==> config.mk <==
export PLATFORM = sky130hd
export DESIGN_NAME = memory_arbiter
export DESIGN_NICKNAME = d
export VERILOG_FILES = /design/src/rtl/memory_ctrl_pkg.sv /design/src/rtl/rr_arbiter2.sv /design/src/rtl/memory_arbiter.sv
export SDC_FILE = /design/constraint.sdc
export NUM_CORES = 1
export LEC_CHECK = 0
export ABC_AREA = 1
export CAP_MARGIN = 5
export CORE_UTILIZATION = 48
export CTS_CLUSTER_DIAMETER = 80
export DETAILED_ROUTE_END_ITERATION = 12
export PLACE_DENSITY = 0.85
export SLEW_MARGIN = 30
export SYNTH_ARGS = -nofsm -noshare
export SYNTH_HDL_FRONTEND = slang
export SYNTH_HIERARCHICAL = 1
export SYNTH_SLANG_ARGS = --single-unit
==> constraint.sdc <==
create_clock -name clk -period 3.16 [get_ports clk]
set_input_delay 0.316 -clock clk [delete_from_list [all_inputs] [get_ports clk]]
set_output_delay 0.316 -clock clk [all_outputs]
set_load 0.02 [all_outputs]
==> src/rtl/memory_ctrl_pkg.sv <==
// Shared types and default sizing for the two-port memory arbiter.
package memory_ctrl_pkg;

  localparam int DEF_ADDR_W = 4;
  localparam int DEF_DATA_W = 8;
  localparam int DEF_RD_LAT = 2;

  // Read-latency counter width; covers the legal RD_LAT range 1..7.
  localparam int RD_CNT_W = 3;

  typedef enum logic [1:0] {
    IDLE  = 2'd0,
    WRITE = 2'd1,
    READ  = 2'd2,
    DONE  = 2'd3
  } state_t;

  // Requester index: 0 = port 0, 1 = port 1.
  typedef logic port_idx_t;

  localparam port_idx_t PORT0 = 1'b0;
  localparam port_idx_t PORT1 = 1'b1;

endpackage

==> src/rtl/rr_arbiter2.sv <==
// Two-way round-robin grant logic. Purely combinational; the caller owns the
// last_grant register and decides when arbitration is allowed via enable.
module rr_arbiter2
  import memory_ctrl_pkg::*;
(
  input  logic      [1:0] req,
  input  port_idx_t       last_grant,
  input  logic            enable,
  output logic      [1:0] grant,
  output port_idx_t       gnt_idx
);

  // Pick the single requester, or on a tie the port that did not win last.
  always_comb begin
    // NOTE: every output gets a default first so no path leaves it unassigned (no latch).
    grant   = 2'b00;
    gnt_idx = PORT0;
    if (enable) begin
      case (req)
        2'b01: begin
          grant   = 2'b01;
          gnt_idx = PORT0;
        end
        2'b10: begin
          grant   = 2'b10;
          gnt_idx = PORT1;
        end
        2'b11: begin
          if (last_grant == PORT0) begin
            grant   = 2'b10;
            gnt_idx = PORT1;
          end else begin
            grant   = 2'b01;
            gnt_idx = PORT0;
          end
        end
        default: begin
          grant   = 2'b00;
          gnt_idx = PORT0;
        end
      endcase
    end
  end

endmodule

==> src/rtl/memory_arbiter.sv <==
// Two-port controller sharing one single-ported memory block. Requests are
// arbitrated round-robin; each transaction is sequenced through WRITE or READ
// and finished with a one-cycle ack in DONE. All outputs are registered.
module memory_arbiter
  import memory_ctrl_pkg::*;
#(
  parameter int ADDR_W = DEF_ADDR_W,
  parameter int DATA_W = DEF_DATA_W,
  parameter int RD_LAT = DEF_RD_LAT   // legal range 1..7
) (
  input  logic              clk,
  input  logic              reset,

  input  logic              req0,
  input  logic              we0,
  input  logic [ADDR_W-1:0] addr0,
  input  logic [DATA_W-1:0] wdata0,
  output logic              ack0,
  output logic [DATA_W-1:0] rdata0,

  input  logic              req1,
  input  logic              we1,
  input  logic [ADDR_W-1:0] addr1,
  input  logic [DATA_W-1:0] wdata1,
  output logic              ack1,
  output logic [DATA_W-1:0] rdata1,

  output logic              mem_write,
  output logic              mem_read,
  output logic              mem_activate,
  output logic [ADDR_W-1:0] mem_addrin,
  output logic [ADDR_W-1:0] mem_addrout,
  output logic [DATA_W-1:0] mem_datain,
  input  logic [DATA_W-1:0] mem_dataout,

  output logic              busy
);

  // Last rd_cnt value of a read: the cycle in which mem_dataout is valid.
  localparam logic [RD_CNT_W-1:0] RD_LAST = RD_CNT_W'(RD_LAT - 1);

  state_t                state;
  port_idx_t             last_grant;
  port_idx_t             gnt_q;
  logic [RD_CNT_W-1:0]   rd_cnt;

  logic                  arb_en;
  logic [1:0]            grant;
  port_idx_t             gnt_idx;

  logic                  sel_we;
  logic [ADDR_W-1:0]     sel_addr;
  logic [DATA_W-1:0]     sel_wdata;

  assign arb_en = (state == IDLE);

  rr_arbiter2 u_arb (
    .req        ({req1, req0}),
    .last_grant (last_grant),
    .enable     (arb_en),
    .grant      (grant),
    .gnt_idx    (gnt_idx)
  );

  // Route the winning port's command fields toward the latching registers.
  assign sel_we    = (gnt_idx == PORT1) ? we1    : we0;
  assign sel_addr  = (gnt_idx == PORT1) ? addr1  : addr0;
  assign sel_wdata = (gnt_idx == PORT1) ? wdata1 : wdata0;

  // Transaction FSM. The mem_* address/data registers double as the latched
  // command: they are loaded on grant and cleared when the active state ends,
  // so no stale address is ever presented to the memory.
  always_ff @(posedge clk) begin
    if (reset) begin
      // NOTE: every register, including the rdata holding registers, is reset so all outputs read 0.
      state        <= IDLE;
      last_grant   <= PORT1;
      gnt_q        <= PORT0;
      rd_cnt       <= '0;
      ack0         <= 1'b0;
      ack1         <= 1'b0;
      rdata0       <= '0;
      rdata1       <= '0;
      mem_write    <= 1'b0;
      mem_read     <= 1'b0;
      mem_activate <= 1'b0;
      mem_addrin   <= '0;
      mem_addrout  <= '0;
      mem_datain   <= '0;
      busy         <= 1'b0;
    end else begin
      // NOTE: sequential state uses non-blocking assignments so all registers update together at the edge.
      case (state)
        IDLE: begin
          if (|grant) begin
            gnt_q        <= gnt_idx;
            last_grant   <= gnt_idx;
            busy         <= 1'b1;
            mem_activate <= 1'b1;
            if (sel_we) begin
              state      <= WRITE;
              mem_write  <= 1'b1;
              mem_addrin <= sel_addr;
              mem_datain <= sel_wdata;
            end else begin
              state       <= READ;
              mem_read    <= 1'b1;
              mem_addrout <= sel_addr;
              rd_cnt      <= '0;
            end
          end
        end

        WRITE: begin
          state        <= DONE;
          mem_write    <= 1'b0;
          mem_activate <= 1'b0;
          mem_addrin   <= '0;
          mem_datain   <= '0;
          ack0         <= (gnt_q == PORT0);
          ack1         <= (gnt_q == PORT1);
        end

        READ: begin
          if (rd_cnt == RD_LAST) begin
            state        <= DONE;
            rd_cnt       <= '0;
            mem_read     <= 1'b0;
            mem_activate <= 1'b0;
            mem_addrout  <= '0;
            ack0         <= (gnt_q == PORT0);
            ack1         <= (gnt_q == PORT1);
            // Only the granted port's holding register changes.
            if (gnt_q == PORT1) begin
              rdata1 <= mem_dataout;
            end else begin
              rdata0 <= mem_dataout;
            end
          end else begin
            rd_cnt <= rd_cnt + RD_CNT_W'(1);
          end
        end

        DONE: begin
          state <= IDLE;
          ack0  <= 1'b0;
          ack1  <= 1'b0;
          busy  <= 1'b0;
        end

        default: begin
          state <= IDLE;
        end
      endcase
    end
  end

endmodule
==> results of run 1 <==
==> final cells by class <==
cell class / instances / share of cell area (%)
inverters: 42 / 5.33
multi-input cells: 204 / 32.7
flip-flops and latches: 45 / 30.5
well taps: 50 / 2.12
repair buffers: 77 / 25.9
clock inverters: 2 / 1.18
clock buffers: 5 / 2.33
==> worst max path at each step <==
stage / cells after the start / slack (ns) / end
floorplan: 11 / 1.36 / rd_cnt[0]$_SDFFE_PP0P_
global placement: 10 / 0.89 / mem_datain[7]$_SDFFE_PP0P_
detailed placement: 10 / 0.83 / mem_datain[7]$_SDFFE_PP0P_
CTS: 11 / 0.85 / mem_datain[7]$_SDFFE_PP0P_
global route: 11 / 0.54 / mem_datain[7]$_SDFFE_PP0P_
finish: 11 / 0.85 / mem_datain[7]$_SDFFE_PP0P_
==> sequential cells by signal, indices dropped and copies added (netlist names) <==
register      cells
mem_addrout       4
last_grant        1
mem_activate      1
gnt_q             1
rdata0            8
ack0              1
mem_datain        8
state             2
ack1              1
rd_cnt            3
mem_read          1
busy              1
mem_write         1
mem_addrin        4
rdata1            8
==> power breakdown <==
part	switching, mW	leakage [nW]	total, mW	internal [mW]
Clock	0.188	0.0540	0.417	0.230
Sequential	0.0771	0.367	0.790	0.713
Combinational	0.679	0.807	1.13	0.454
==> placed cells by master, fill, tap and decap left out, drive strengths merged <==
cell type / netlist / routed
inv: 42 / 42
clkinv: 0 / 1
buf: 8 / 2
nor2: 24 / 24
nand4: 3 / 3
dfxtp: 45 / 45
nor3b: 1 / 1
o21a: 1 / 1
a21oi: 48 / 48
clkbuf: 5 / 5
ha: 4 / 4
clkdlybuf4s50: 0 / 75
nand3: 24 / 24
o21ai: 22 / 22
bufinv: 0 / 1
nand2: 76 / 76
xor2: 1 / 1
==> kinds of logic (layout without fill, tap and decap cells) <==
| family | Yosys count | in the layout | synth area share (%) |
|---|---|---|---|
| fa+ha+maj | 4 | 4 | 2.39 |
| flops | 45 | 45 | 43.0 |
| compound gates | 71 | 71 | 17.8 |
| simple gates | 128 | 128 | 25.5 |
| xor+xnor | 1 | 1 | 0.418 |
| buf+inv | 55 | 126 | 10.9 |
==> cells in the mapped netlist (all sizes together) <==
library cell  instances
nand4                 3
o21a                  1
nor2                 24
ha                    4
nand3                24
inv                  42
dfxtp                45
clkbuf                5
nor3b                 1
xor2                  1
nand2                76
buf                   8
o21ai                22
a21oi                48
==> per-layer routing <==
layer / track usage, % / vias to the layer above
met2: 40.2 / 57
met4: 7.81 / 0
li1: - / 1110
met5: 0 / -
met3: 4.00 / 5
met1: 28.5 / 947
==> critical path, stage by stage, from the launching register on <==
cell and delay [ns]:
dfxtp_1 0.34, inv_1 0.11, ha_1 0.30, nand2_1 0.10, a21oi_1 0.29, inv_2 0.19
nand2_1 0.11, nand2_1 0.08, nand2_2 0.21, nand2_2 0.22, o21ai_0 0.20, nor2_1 0.06
==> results.cfg, run 1 <==
[outcome]
status = completed

[critical_path]
reg2reg_slack_ns = 0.85
end_kind = flop
worst_ep_required_time_ns = 3.35
worstSetupPathType = reg -> reg
reg2reg_to = mem_datain[7]$_SDFFE_PP0P_
crit_fanout = 14
crit_start = state[0]$_SDFFE_PP0P_
r2r_cells = 11
critPathLaunchType = flop
cp_data_arrival_time_ns = 2.51
reg2reg_from = state[0]$_SDFFE_PP0P_

[floorplan]
dieArea_um2 = 4630
chipWidth_um = 68.1
core_region_area_um2 = 4090
start_util_pct = 51.3
io_pins = 76
rows = 23
die_y_um = 68.1

[yosys]
syn-num-nets = 346
ys_top_cells_by_area = dfxtp_1, nand2_1, a21oi_1, inv_1, nand3_1
syn_area_per_cell_um2 = 6.89
yosysSeqAreaShare_pct = 43.0
yosysTopAreaCellShare_pct = 43.0
synthDistinctLibCells = 21
postSynthCellCount = 304
ys_ff_latch = 45
yosysTopAreaCell = dfxtp_1
netlist_area_um2 = 2090
ys_warn_count = 6

[routing]
drt.antenna.violating_nets = 0
routed-wl-met3_um = 275
drtIter0Drc = 128
wirelength_met1_um = 2270
wl_per_cell_um = 11.8
vias = 2119
drc = 0
wl_met2_um = 2450
routed_via_density = 4.99
highest_layer = met4
first_pass_iters = 5
drt-total-wl_um = 5040

[clocking]
cts_tree = done
post_cts.repair.setup_buffers = 0
path_clk_slew_ns = 0.08
cts_buffer_depth = 2
worstSkewPairLatency_ns = 0.29
cts_root_buf = clkbuf_8
cts-resized-gates = 0
htree_levels = 2
cts_buffers = 5
clock_sinks = 45
hold_buffers = 0

[power]
total_power_mw = 2.34
p_leak_nw = 1.23
powerDensity_nw_per_um2 = 792
peakVddDrop_mv = 0.583

[min_path]
hold_start = rdata1[5]$_SDFFE_PP0P_
hp-class = reg -> reg
whs_path_depth = 2
holdPathEnd = rdata1[5]$_SDFFE_PP0P_

[sta]
fin_ws_ns = 0.846
setup_viol = 0
rsz0062_at_grt = no
fin_crit_sh_pct = 73.2
slew-limit-headroom_pct = 44.1
clock_skew_ns = 0.00635
max_freq_mhz = 432
worst_slew_pin_slew_ns = 0.837
slew_viol_final = 0
final.setup.tns_ns = 0
holdWs_ns = 0.446
finalHoldViolCount = 0
finalCriticalPeriod_ns = 2.31

[layout]
multi_input_area_um2 = 966
nets = 417
syn_to_final_growth_pct = 41.2
layout.filler_cells = 364
stdcell_area_um2 = 2960
num_antenna_cells = 0
ff_latch_area_um2 = 901
final_util_pct = 72.4
drive_gt1_share_pct = 4.53
stdcell_count = 425

[placed_design]
portBuffers = 75
dp_slack_ns = 0.825
place_congestion = 0.801
dpl-instance-area_um2 = 2850
placed_cells = 418
hpwl_um = 3680

[flow_run]
drv_cap = 0

[global_route]
grt-ovfl-total = 0
grt_pass1_wl_um = 8100
track_usage_pct = 23.1
grt_pass1_vias = 1867
antenna_found_initial = 0
grt_max_degree = 32
No activity file was read; power rests on OpenSTA's default activity.
==> run 2: changes to the inputs <==
--- a/config.mk
+++ b/config.mk
@@ -7,10 +7,10 @@
 export LEC_CHECK = 0
 export ABC_AREA = 1
 export CAP_MARGIN = 5
-export CORE_UTILIZATION = 48
+export CORE_UTILIZATION = 44
 export CTS_CLUSTER_DIAMETER = 80
 export DETAILED_ROUTE_END_ITERATION = 12
-export PLACE_DENSITY = 0.85
+export PLACE_DENSITY = 0.79
 export SLEW_MARGIN = 30
 export SYNTH_ARGS = -nofsm -noshare
 export SYNTH_HDL_FRONTEND = slang
==> constraint.sdc (replaced) <==
create_clock -name clk -period 2.2 [get_ports clk]
set_input_delay 0.22 -clock clk [delete_from_list [all_inputs] [get_ports clk]]
set_output_delay 0.22 -clock clk [all_outputs]
set_load 0.02 [all_outputs]
==> run 2 against run 1 <==
Net effect: non-clock buffer count up 6; critical path depth is the same; clock power rose by 50%; first-iteration DRC count is 18% lower; critical path type unchanged; die area rose by 8.8%; the flow now finishes with violations (DRC); global-route usage fell by 2.5 points; flip-flop and latch count unchanged; largest cell class unchanged; via count is 0.14% lower.
==> results.cfg, run 2 (synthesized netlist as in run 1, its figures left out) <==
[placed_design]
placed_cells = 426
hpwl_um = 3760
dpl-instance-area_um2 = 2900
place_congestion = 0.793
dp_slack_ns = 0.0943
portBuffers = 75

[outcome]
violations = DRC
status = finished, violations left

[critical_path]
worst_ep_required_time_ns = 2.39
r2r_cells = 11
worstSetupPathType = reg -> reg
reg2reg_to = rd_cnt[0]$_SDFFE_PP0P_
reg2reg_from = state[0]$_SDFFE_PP0P_
crit_fanout = 13
reg2reg_slack_ns = 0.27
cp_data_arrival_time_ns = 2.12
critPathLaunchType = flop
end_kind = flop

[routing]
wirelength_met1_um = 2190
highest_layer = met4
drt-total-wl_um = 5050
routed-wl-met3_um = 318
drt.antenna.violating_nets = 0
drtIter0Drc = 105
vias = 2116
first_pass_iters = 9
wl_met2_um = 2450
wl_per_cell_um = 11.6
routed_via_density = 4.88
drc = 7

[global_route]
grt_pass1_wl_um = 8330
track_usage_pct = 20.6
antenna_found_initial = 0
grt_pass1_vias = 1933
grt_max_degree = 32
grt-ovfl-total = 0

[sta]
slew-limit-headroom_pct = 68.8
max_freq_mhz = 518
slew_viol_final = 0
finalHoldViolCount = 0
clock_skew_ns = 0.00712
holdWs_ns = 0.443
finalCriticalPeriod_ns = 1.93
worst_slew_pin_slew_ns = 0.467
final.setup.tns_ns = 0
fin_ws_ns = 0.271
rsz0062_at_grt = no
setup_viol = 0
fin_crit_sh_pct = 87.7

[flow_run]
drv_cap = 0

[clocking]
cts_tree = done
post_cts.repair.setup_buffers = 0
htree_levels = 2
cts_buffer_depth = 2
hold_buffers = 0
worstSkewPairLatency_ns = 0.29
cts_root_buf = clkbuf_8
clock_sinks = 45
path_clk_slew_ns = 0.09
cts_buffers = 5

[floorplan]
die_y_um = 71.0
dieArea_um2 = 5040
io_pins = 76
rows = 24
start_util_pct = 46.8
core_region_area_um2 = 4470
chipWidth_um = 71.0

[layout]
reg_top3 = mem_datain (8), rdata0 (8), rdata1 (8)
num_antenna_cells = 0
final_common_cell = clkdlybuf4s50_1
final_util_pct = 67.5
stdcell_count = 434
syn_to_final_growth_pct = 44.3
ff_latch_area_um2 = 901
layout_common_cells = clkdlybuf4s50_1, nand2_1, a21oi_1, dfxtp_1, inv_1
drive_gt1_share_pct = 6.81
layout.filler_cells = 412
stdcell_area_um2 = 3020
nets = 423
multi_input_area_um2 = 972

[power]
p_sw_mw = 1.38
peakVddDrop_mv = 0.802
p_sw_share_pct = 40.3
p_comb_share_pct = 48.6
p_leak_nw = 1.25
clockPowerShare_pct = 18.2
total_power_mw = 3.42
pwr-share-seq_pct = 33.1
powerDensity_nw_per_um2 = 1130
internal_power_mw = 2.04

[min_path]
whs_path_depth = 2
hold_start = rdata0[0]$_SDFFE_PP0P_
hp-class = reg -> reg
holdPathEnd = rdata0[0]$_SDFFE_PP0P_
run 2: how the worst max path moves through the flow:
stage	from	end	slack, ns	cells past startpoint
finish	state[0]$_SDFFE_PP0P_	rd_cnt[0]$_SDFFE_PP0P_	0.27	11
global route	state[0]$_SDFFE_PP0P_	rd_cnt[0]$_SDFFE_PP0P_	0.002	11
CTS	state[0]$_SDFFE_PP0P_	rd_cnt[0]$_SDFFE_PP0P_	0.08	11
detailed placement	state[0]$_SDFFE_PP0P_	rd_cnt[0]$_SDFFE_PP0P_	0.09	11
global placement	state[0]$_SDFFE_PP0P_	mem_datain[7]$_SDFFE_PP0P_	0.20	11
floorplan	state[0]$_SDFFE_PP0P_	rd_cnt[0]$_SDFFE_PP0P_	0.40	11
run 2: cell type report:
| cell class | instances | share of cell area (%) |
|---|---|---|
| Tap cell | 52 | 2.15 |
| Clock inverter | 3 | 1.53 |
| Clock buffer | 5 | 2.28 |
| Sequential cell | 45 | 29.8 |
| Timing Repair Buffer | 83 | 26.8 |
| Inverter | 42 | 5.22 |
| Multi-Input combinational cell | 204 | 32.2 |
run 2: power by group through the flow:
stage               logic [mW]  registers, mW  clock network, mW
floorplan                0.903           1.33                  0
global placement          1.62           1.14                  0
detailed placement        1.65           1.15                  0
global route              1.85           1.16              0.681
finish                    1.66           1.13              0.624
CTS                       1.66           1.13              0.640
run 2: worst max-delay path: stages, from the launching register on:
cell and delay, ns:
dfxtp_1 0.34, inv_1 0.11, ha_2 0.25, nand2_1 0.10
a21oi_2 0.19, inv_2 0.15, nand2_1 0.10, nand3_1 0.09
nand2_2 0.13, nand2_1 0.15, a21oi_1 0.17, nor2_1 0.05
run 2: what timing repair did:
item | CTS | global route
endpoints found under the hold margin | 0 | 0
endpoints found under the setup margin | 0 | 21
gates resized for setup | 0 | 2
run 2: per-layer routing:
metal  up-vias  GRT usage [%]
met1       921           25.2
met2        66           35.8
met3        10           3.99
li1       1119              -
met4         0           8.22
met5         -              0
==> edit, RTL diff (settings of run 2) <==
Set the package constant `DEF_DATA_W` to 12 (it was 8).
--- a/src/rtl/memory_ctrl_pkg.sv
+++ b/src/rtl/memory_ctrl_pkg.sv
@@ -3,5 +3,5 @@
 
   localparam int DEF_ADDR_W = 4;
-  localparam int DEF_DATA_W = 8;
+  localparam int DEF_DATA_W = 12;
   localparam int DEF_RD_LAT = 2;
 
Ports: changed (6 resized); port bits go from 76 to 100. The function was not compared with the original's and may differ.
==> edit against run 2 <==
Clock skew fell by 0.0013 ns; sequential cell count rose by 12; area after synthesis rose by 23%; global-route usage rose by 1.3 points; total power rose by 7.1%; design area rose by 25%; worst hold slack got worse by 0.0015 ns; die area rose by 22%; first-iteration DRC count rose by 16%; worst setup slack got worse by 0.016 ns; routed wire length rose by 27%; critical path type unchanged.
==> edit: results (changes against run 2) <==
status complete, no violations; cell count after placement 516 (+21%); hold endpoint rdata0[9]; CTS H-tree lvls 3 (+1); clk_lat worst skew 0.32 ns (+0.03 ns); synth top area cells dfxtp_1 44%, nand2_1 11%, a21oi_1 10%; routed length on met1 2900 µm (+33%); register clock-pin slew on the reported worst setup and hold paths 0.06 ns (-0.03 ns); biggest regs mem_datain: 12 flops, rdata0: 12 flops, rdata1: 12 flops; Logic power comb 1.58 mW (-5%); Worst Skew 0.00580 ns (-0.00132 ns); DR pass1 iterations 4 (-5); Clock power frac 0.215 (+0.033); WL met3 213 µm (-33%); final critical-path required period 1.95 ns (+0.0163 ns); GR Util met1 0.256 (+0.00334); met2 usage 0.377 (+0.0195); Comb pwr share 0.430 (-0.056); reg2reg end rd_cnt[1]; Routed WL 6420 µm (+27%); port buffer count 99 (+32%); crit path DAT 2.16 ns (+0.04 ns); Pleak 1.47 nW (+17%); Iter 0 DRT Violations 122 (+16%); Final Non-Filler Cells 532 (+23%); Commonest cells post-synth 73 x nand2_1, 57 x dfxtp_1, 54 x a21oi_1; Slew @ Worst Pin 0.429 ns (-0.0381 ns); synthesized area per cell 7.24 µm² (+5.0%); largest net degree at the start of global routing 36 (+13%); register area share after synthesis 0.443 (+0.0128); Distinct cells, synth 20 (-4.8%); CTS buffer count 9 (+4); GR Util All Layers 0.219 (+0.0129); routability cong. 0.776 (-2.2%); first-pass GRT wire length 10600 µm (+28%); DP Wirelength 4820 µm (+28%); Max VDD drop 0.000575 V (-28%); GRT met3 Usage 0.0523 (+0.0124); Synthesized Nets 410 (+18%); vias in the first global route 2373 (+23%); Worst Setup Slack post-DPL 0.101 ns (+0.00685 ns); Worst Hold Launch rdata0[9]; via count 2620 (+24%)
## edit: changes by cell type in the layout (fill, tap and decap cells not counted), sizes merged, moves of 2 or more
| cell | run 2 | this run |
|---|---|---|
| clkdlybuf4s50 | 75 | 99 |
| nand4 | 3 | 19 |
| dfxtp | 45 | 57 |
| nor2 | 24 | 14 |
| a21oi | 48 | 55 |
| clkbuf | 5 | 12 |
| nand3 | 24 | 30 |
| o21ai | 22 | 28 |
| inv | 42 | 47 |
| clkinv | 1 | 5 |
| o21a | 1 | 4 |
| nand2 | 76 | 78 |
## edit: cell families after synthesis
family / Yosys count / synth area share
simple gates: 141 / 0.251
compound gates: 87 / 0.177
buf+inv: 66 / 0.106
flops: 57 / 0.443
fa+ha+maj: 4 / 0.0194
xor+xnor: 1 / 0.00340
## edit: cell type report
class,instances,area [µm²]
clock inverter,4,20.0
sequential,57,1140
timing repair buffer,106,1040
clock buffer,12,135
tap,72,90.1
multi-input combinational,233,1170
fill,499,1800
inverter,48,180
